--- src/rtl/hex_keypad_scanner.sv ---
// hex_keypad_scanner: column-multiplexed 4x4 hex keypad scanner with debounce,
// one-event-per-press valid/ack handshake and a 32-bit shifting entry register.
// Optional feature: define KEYPAD_AUTOREPEAT_EN to re-emit a held key every
// REPEAT_SCANS completed scans.
// Snapshot bit 4*c+r is row r observed while column c is driven (1 = key down).

module hex_keypad_scanner #(
    parameter int unsigned SCAN_TICKS     = 50000,
    parameter int unsigned DEBOUNCE_SCANS = 4,
    parameter int unsigned REPEAT_SCANS   = 32
) (
    input  logic        clk,
    input  logic        rst,
    input  logic [3:0]  row,
    output logic [3:0]  col,
    output logic [3:0]  key_code,
    output logic        key_valid,
    input  logic        key_ack,
    output logic        key_overrun,
    output logic        key_held,
    input  logic        clear,
    output logic [31:0] entry_value
);

    localparam int unsigned TickW = (SCAN_TICKS > 1) ? $clog2(SCAN_TICKS) : 1;
    localparam int unsigned CntW  = $clog2(DEBOUNCE_SCANS + 1);
    localparam logic [TickW-1:0] TickLast = TickW'(SCAN_TICKS - 1);
    localparam logic [CntW-1:0]  CntMax   = CntW'(DEBOUNCE_SCANS);

    // Nibble i holds the hex legend of snapshot bit i (i = 4*col + row).
    localparam logic [63:0] KeyMap = 64'hDCBA_F963_0852_E741;

    if (SCAN_TICKS < 4) begin : g_bad_scan_ticks
        $error("SCAN_TICKS must be at least 4");
    end
    if (REPEAT_SCANS < 1) begin : g_bad_repeat_scans
        $error("REPEAT_SCANS must be at least 1");
    end

    function automatic logic [3:0] decode_key(input logic [15:0] state);
        logic [3:0] code;
        code = 4'h0;
        for (int i = 0; i < 16; i++) begin
            if (state[i]) code = KeyMap[4*i +: 4];
        end
        return code;
    endfunction

    logic [3:0]       row_meta_q, row_sync_q;
    logic [TickW-1:0] tick_q, tick_d;
    logic [1:0]       col_idx_q, col_idx_d;
    logic [15:0]      snap_q, snap_d, snap_full;
    logic [15:0]      prev_snap_q, prev_snap_d;
    logic [CntW-1:0]  stable_cnt_q, stable_cnt_d;
    logic [15:0]      deb_state_q, deb_state_d;
    logic [3:0]       key_code_q, key_code_d;
    logic             key_valid_q, key_valid_d;
    logic             key_overrun_q, key_overrun_d;
    logic [31:0]      entry_q, entry_d;
    logic             last_tick, scan_done;
    logic             press_evt, rep_evt, evt;
    logic [3:0]       evt_code;

    // Two-flop synchronizer for the asynchronous row returns; idles high.
    always_ff @(posedge clk or posedge rst) begin
        if (rst) begin
            row_meta_q <= 4'hF;
            row_sync_q <= 4'hF;
        end else begin
            row_meta_q <= row;
            row_sync_q <= row_meta_q;
        end
    end

    // Dwell counter, column rotation and snapshot capture.
    always_comb begin
        last_tick = (tick_q == TickLast);
        scan_done = last_tick && (col_idx_q == 2'd3);
        snap_full = snap_q;
        snap_full[{col_idx_q, 2'b00} +: 4] = ~row_sync_q;
        tick_d    = tick_q + TickW'(1);
        col_idx_d = col_idx_q;
        snap_d    = snap_q;
        if (last_tick) begin
            tick_d    = '0;
            col_idx_d = col_idx_q + 2'd1;
            snap_d    = snap_full;
        end
    end

    // Debounce: accept a snapshot once it repeats DEBOUNCE_SCANS more times.
    always_comb begin
        prev_snap_d  = prev_snap_q;
        stable_cnt_d = stable_cnt_q;
        deb_state_d  = deb_state_q;
        if (scan_done) begin
            if (snap_full == prev_snap_q) begin
                if (stable_cnt_q != CntMax) stable_cnt_d = stable_cnt_q + CntW'(1);
            end else begin
                prev_snap_d  = snap_full;
                stable_cnt_d = '0;
            end
            if (stable_cnt_d == CntMax) deb_state_d = snap_full;
        end
    end

    // A press only counts when leaving the all-released state.
    always_comb begin
        press_evt = scan_done && (deb_state_q == 16'h0) && $onehot(deb_state_d);
        evt_code  = decode_key(deb_state_d);
    end

`ifdef KEYPAD_AUTOREPEAT_EN
    localparam int unsigned RepW = (REPEAT_SCANS > 1) ? $clog2(REPEAT_SCANS) : 1;
    localparam logic [RepW-1:0] RepLast = RepW'(REPEAT_SCANS - 1);

    logic [RepW-1:0] rep_cnt_q, rep_cnt_d;

    // Count completed scans of an unchanged single-key state; fire on wrap.
    always_comb begin
        rep_cnt_d = rep_cnt_q;
        rep_evt   = 1'b0;
        if (scan_done) begin
            if (deb_state_d != deb_state_q) begin
                rep_cnt_d = '0;
            end else if ($onehot(deb_state_q)) begin
                if (rep_cnt_q == RepLast) begin
                    rep_cnt_d = '0;
                    rep_evt   = 1'b1;
                end else begin
                    rep_cnt_d = rep_cnt_q + RepW'(1);
                end
            end
        end
    end

    // Auto-repeat counter state.
    always_ff @(posedge clk or posedge rst) begin
        if (rst) rep_cnt_q <= '0;
        else     rep_cnt_q <= rep_cnt_d;
    end
`else
    // No auto-repeat: only press events are emitted.
    always_comb begin
        rep_evt = 1'b0;
    end
`endif

    // Handshake, overrun flag and entry shift; clear beats a same-edge shift.
    always_comb begin
        evt           = press_evt || rep_evt;
        key_code_d    = key_code_q;
        key_valid_d   = key_valid_q;
        key_overrun_d = key_overrun_q;
        entry_d       = entry_q;
        if (evt) begin
            key_code_d  = evt_code;
            key_valid_d = 1'b1;
            if (key_valid_q && !key_ack) key_overrun_d = 1'b1;
            entry_d = {entry_q[27:0], evt_code};
        end else if (key_valid_q && key_ack) begin
            key_valid_d = 1'b0;
        end
        if (clear) begin
            entry_d       = 32'h0;
            key_overrun_d = 1'b0;
        end
    end

    // Scan, debounce and output state registers.
    always_ff @(posedge clk or posedge rst) begin
        if (rst) begin
            tick_q        <= '0;
            col_idx_q     <= 2'd0;
            snap_q        <= 16'h0;
            prev_snap_q   <= 16'h0;
            stable_cnt_q  <= '0;
            deb_state_q   <= 16'h0;
            key_code_q    <= 4'h0;
            key_valid_q   <= 1'b0;
            key_overrun_q <= 1'b0;
            entry_q       <= 32'h0;
        end else begin
            tick_q        <= tick_d;
            col_idx_q     <= col_idx_d;
            snap_q        <= snap_d;
            prev_snap_q   <= prev_snap_d;
            stable_cnt_q  <= stable_cnt_d;
            deb_state_q   <= deb_state_d;
            key_code_q    <= key_code_d;
            key_valid_q   <= key_valid_d;
            key_overrun_q <= key_overrun_d;
            entry_q       <= entry_d;
        end
    end

    // Output decode.
    always_comb begin
        col         = ~(4'b0001 << col_idx_q);
        key_code    = key_code_q;
        key_valid   = key_valid_q;
        key_overrun = key_overrun_q;
        key_held    = $onehot(deb_state_q);
        entry_value = entry_q;
    end

endmodule

--- config.mk ---
export PLATFORM = sky130hd
export DESIGN_NAME = hex_keypad_scanner
export DESIGN_NICKNAME = d
export VERILOG_FILES = /design/src/rtl/hex_keypad_scanner.sv
export SDC_FILE = /design/constraint.sdc
export NUM_CORES = 1
export LEC_CHECK = 0
export ABC_AREA = 1
export CAP_MARGIN = 20
export CORE_MARGIN = 2
export CORE_UTILIZATION = 40
export DETAILED_ROUTE_END_ITERATION = 10
export GPL_TIMING_DRIVEN = 0
export SYNTH_ARGS = -nofsm -noshare
export SYNTH_HDL_FRONTEND = slang
export SYNTH_SLANG_ARGS = --single-unit
--- constraint.sdc ---
create_clock -name clk -period 7.7 [get_ports clk]
set_input_delay 1.155 -clock clk [delete_from_list [all_inputs] [get_ports clk]]
set_output_delay 1.155 -clock clk [all_outputs]
set_load 0.01 [all_outputs]
==> metrics <==
core area=15300 um2; synthesized area=6320 um2; Req. time, crit path=approximately 8 ns; HP Class=flip-flop to flip-flop; CTS tree=yes; CP max stage delay=0.52 ns; Peak VDD IR=152 uV; Critical Path AT=7.44 ns; switch share=20.3%; Startpoint Class=flip-flop; final clock skew=0.0131 ns; Internal=1.18 mW; hold path depth=0; I/O Pins=just over 50; final net count=913; CTS buffer count=17; Detailed Route Iter0 Violations=318; area delta synth->final=22.9%; min Tclk post-route=approximately 7.1 ns; highest net fanout along the worst path=10; largest net degree at the start of global routing=74; FILL cells=1483; Routed Wire Length=15.5 mm; total power=1.49 mW; clk sinks=115; WS Path Type=flip-flop to flip-flop; share of cells above drive strength 1=under 10%; total number of vias=roughly 5200; first-pass GRT wire length=26.2 mm; I/O Buffers=50; gr ovfl total=0; most common cell after layout, fill and taps aside=nand2_1; Clk pwr share=56.8%; drt wl/cell=14.2 um; vias per cell=4.81; Slowest cell on crit path=fa_1; reg2reg path depth=30; cell leakage power=between 3 and 4 nW; Least-Margin Pin Slew=0.740 ns; synthesis-stage register bit count=between 100 and 150; post-synthesis cell type count=35; clock root cell=clkbuf_16; clock slew at reported path FFs=0.05 ns; P per Cell Area=~190 nW/um2; Die ar.=16800 um2; # diodes=0; DIE HEIGHT=roughly 130 um; Initial Utilization=41.3%; Logic pwr share=2.1%; CP endpoint kind=flip-flop; Fin. Hold Viols=0; Post-Route Setup TNS=0 ns; outcome=finished, final reports clean; register area share after synthesis=45.7%; syn nets=843; Yosys warning count=0; initial antenna violation count=0; vias in the first global route=5286; H-tree depth=4; Crit path top cell by count=nand2_1; clk buf depth=2; RSZ-0062 raised after global routing=no; # DRC=0; sequential share of power=41.0%; Slew Limit Fails=0; DIE WIDTH=130 um; cts hold-fix bufs=0; Psw=around 0.3 mW; Detailed Place HPWL=11.2 mm; Final period util=between 90 and 100%; Post-DRT Antenna Nets=0; Max Clock Freq=141 MHz; slew margin rel.=between 50% and 60%; GPL Wtd Cong=0.850; Clk Latency, worst-skew pair=0.42 ns; synthesized area per cell=just under 8 um2; GR Util All Layers=about a fifth; cell row count=45; Setup Viol. Count Final=0; highest-count cells in the layout ignoring fill and taps=247 x nand2_1, 112 x inv_1, 106 x dfrtp_1, 66 x nor2_1, 63 x o21ai_0; Max Cap Viol=0; cells after synthesis=795; First-pass DRT Iterations=4
logic make-up after synthesis:
kind of cell | count (synthesis) | share of synthesized area (%)
and+or+nand+nor | 405 | 27.1
buffers and inverters | 135 | 8.19
DFF | 115 | 45.7
AOI/OAI and AO/OA | 96 | 8.25
adders and majority gates | 40 | 10.3
xor gates and xnor gates | 4 | 0.554
state kept, by name (all words and copies together), names as in the netlist, 2 cells and up:
name	count
row_meta_q	4
tick_q	16
row_sync_q	4
col_idx_q	2
prev_snap_q	16
deb_state_q	16
stable_cnt_q	3
entry_value	32
snap_q	16
key_code	4
worst max-delay path: cells and delay by family, from the launching register on:
kind / cells / cell delay [ns]
AND/OR/NAND/NOR: 12 / 1.60
buffers and inverters: 7 / 1.07
AO/OA/AOI/OAI: 4 / 1.00
adder cells (fa/ha/maj): 7 / 2.89
flip-flops: 1 / 0.44
final cells by class:
| cell class | instances | area [um2] | area share, % |
|---|---|---|---|
| sequential | 115 | 2890 | 37.2 |
| buffer | 15 | 73.8 | 0.949 |
| clock inverter | 8 | 151 | 1.95 |
| tap | 211 | 264 | 3.40 |
| timing repair buffer | 51 | 528 | 6.79 |
| multi-input combinational | 545 | 2930 | 37.7 |
| clock buffer | 24 | 482 | 6.20 |
| inverter | 120 | 455 | 5.86 |
routing by layer:
layer | vias to the layer above | wire (um) | global-route usage (%)
met3 | 22 | 856 | 5.70
met4 | 0 | 264 | 5.50
met2 | 109 | 7120 | 32.3
met5 | - | 0 | 0
li1 | 2661 | - | -
met1 | 2446 | 7220 | 26.8
synth_stat cells, drive strengths merged:
library cell	n	area share [%]
nand2	252	15
inv	118	7.0
dfrtp	107	42
nor2	71	4.5
o21ai	71	5.8
nand3	49	4.0
fa	20	6.3
ha	20	4.0
clkbuf	13	0.77
nand4	11	1.2
nor3	11	1.0
a21oi	10	0.79
a31oi	10	0.99
dfstp	8	3.3
nand3b	5	0.59
nor4	5	0.49
xor2	4	0.55
buf	2	0.30
clkinv	2	0.12
a2111oi	1	0.14
a211oi	1	0.12
o211ai	1	0.12
o21a	1	0.12
o221a	1	0.18
or4	1	0.12
per-stage QoR:
step           util (%)  hold WS, ns  instances  worst slack (ns)  cell area (um2)
2_1_floorplan         -        0.345        795              1.32             6320
3_3_place_gp       46.3        0.346       1056             0.129             7090
3_5_place_dp       46.5        0.347       1057            0.0477             7120
4_1_cts            50.6        0.355       1089            0.0446             7750
5_1_grt            50.8        0.356       1089           0.00730             7770
6_report           50.8        0.354       1089             0.601             7770
final timing paths:
check	slack (ns)	to	start
min	0.35	row_sync_q[1]	row_meta_q[1]
min in group asynchronous	1.12	tick_q[5]	rst
min reg2reg	0.35	row_sync_q[1]	row_meta_q[1]
max in group asynchronous	5.88	row_meta_q[1]	rst
max	0.60	entry_value[1]	col_idx_q[0]
max reg2reg	0.60	entry_value[1]	col_idx_q[0]
power groups by stage:
stage                     Clock [mW]  Combinational, mW  Sequential [mW]
after detailed placement           0             0.0329            0.620
final                          0.845             0.0319            0.609
after global placement             0             0.0307            0.620
after global routing           0.885             0.0369            0.609
after floorplan                    0             0.0185            0.620
after CTS                      0.858             0.0329            0.609
repair_timing:
item,CTS,global route
gates resized for setup,0,17
buffers inserted,0,0
setup endpoints to repair,0,35
Note: power is estimated with default switching activity, not from simulation.
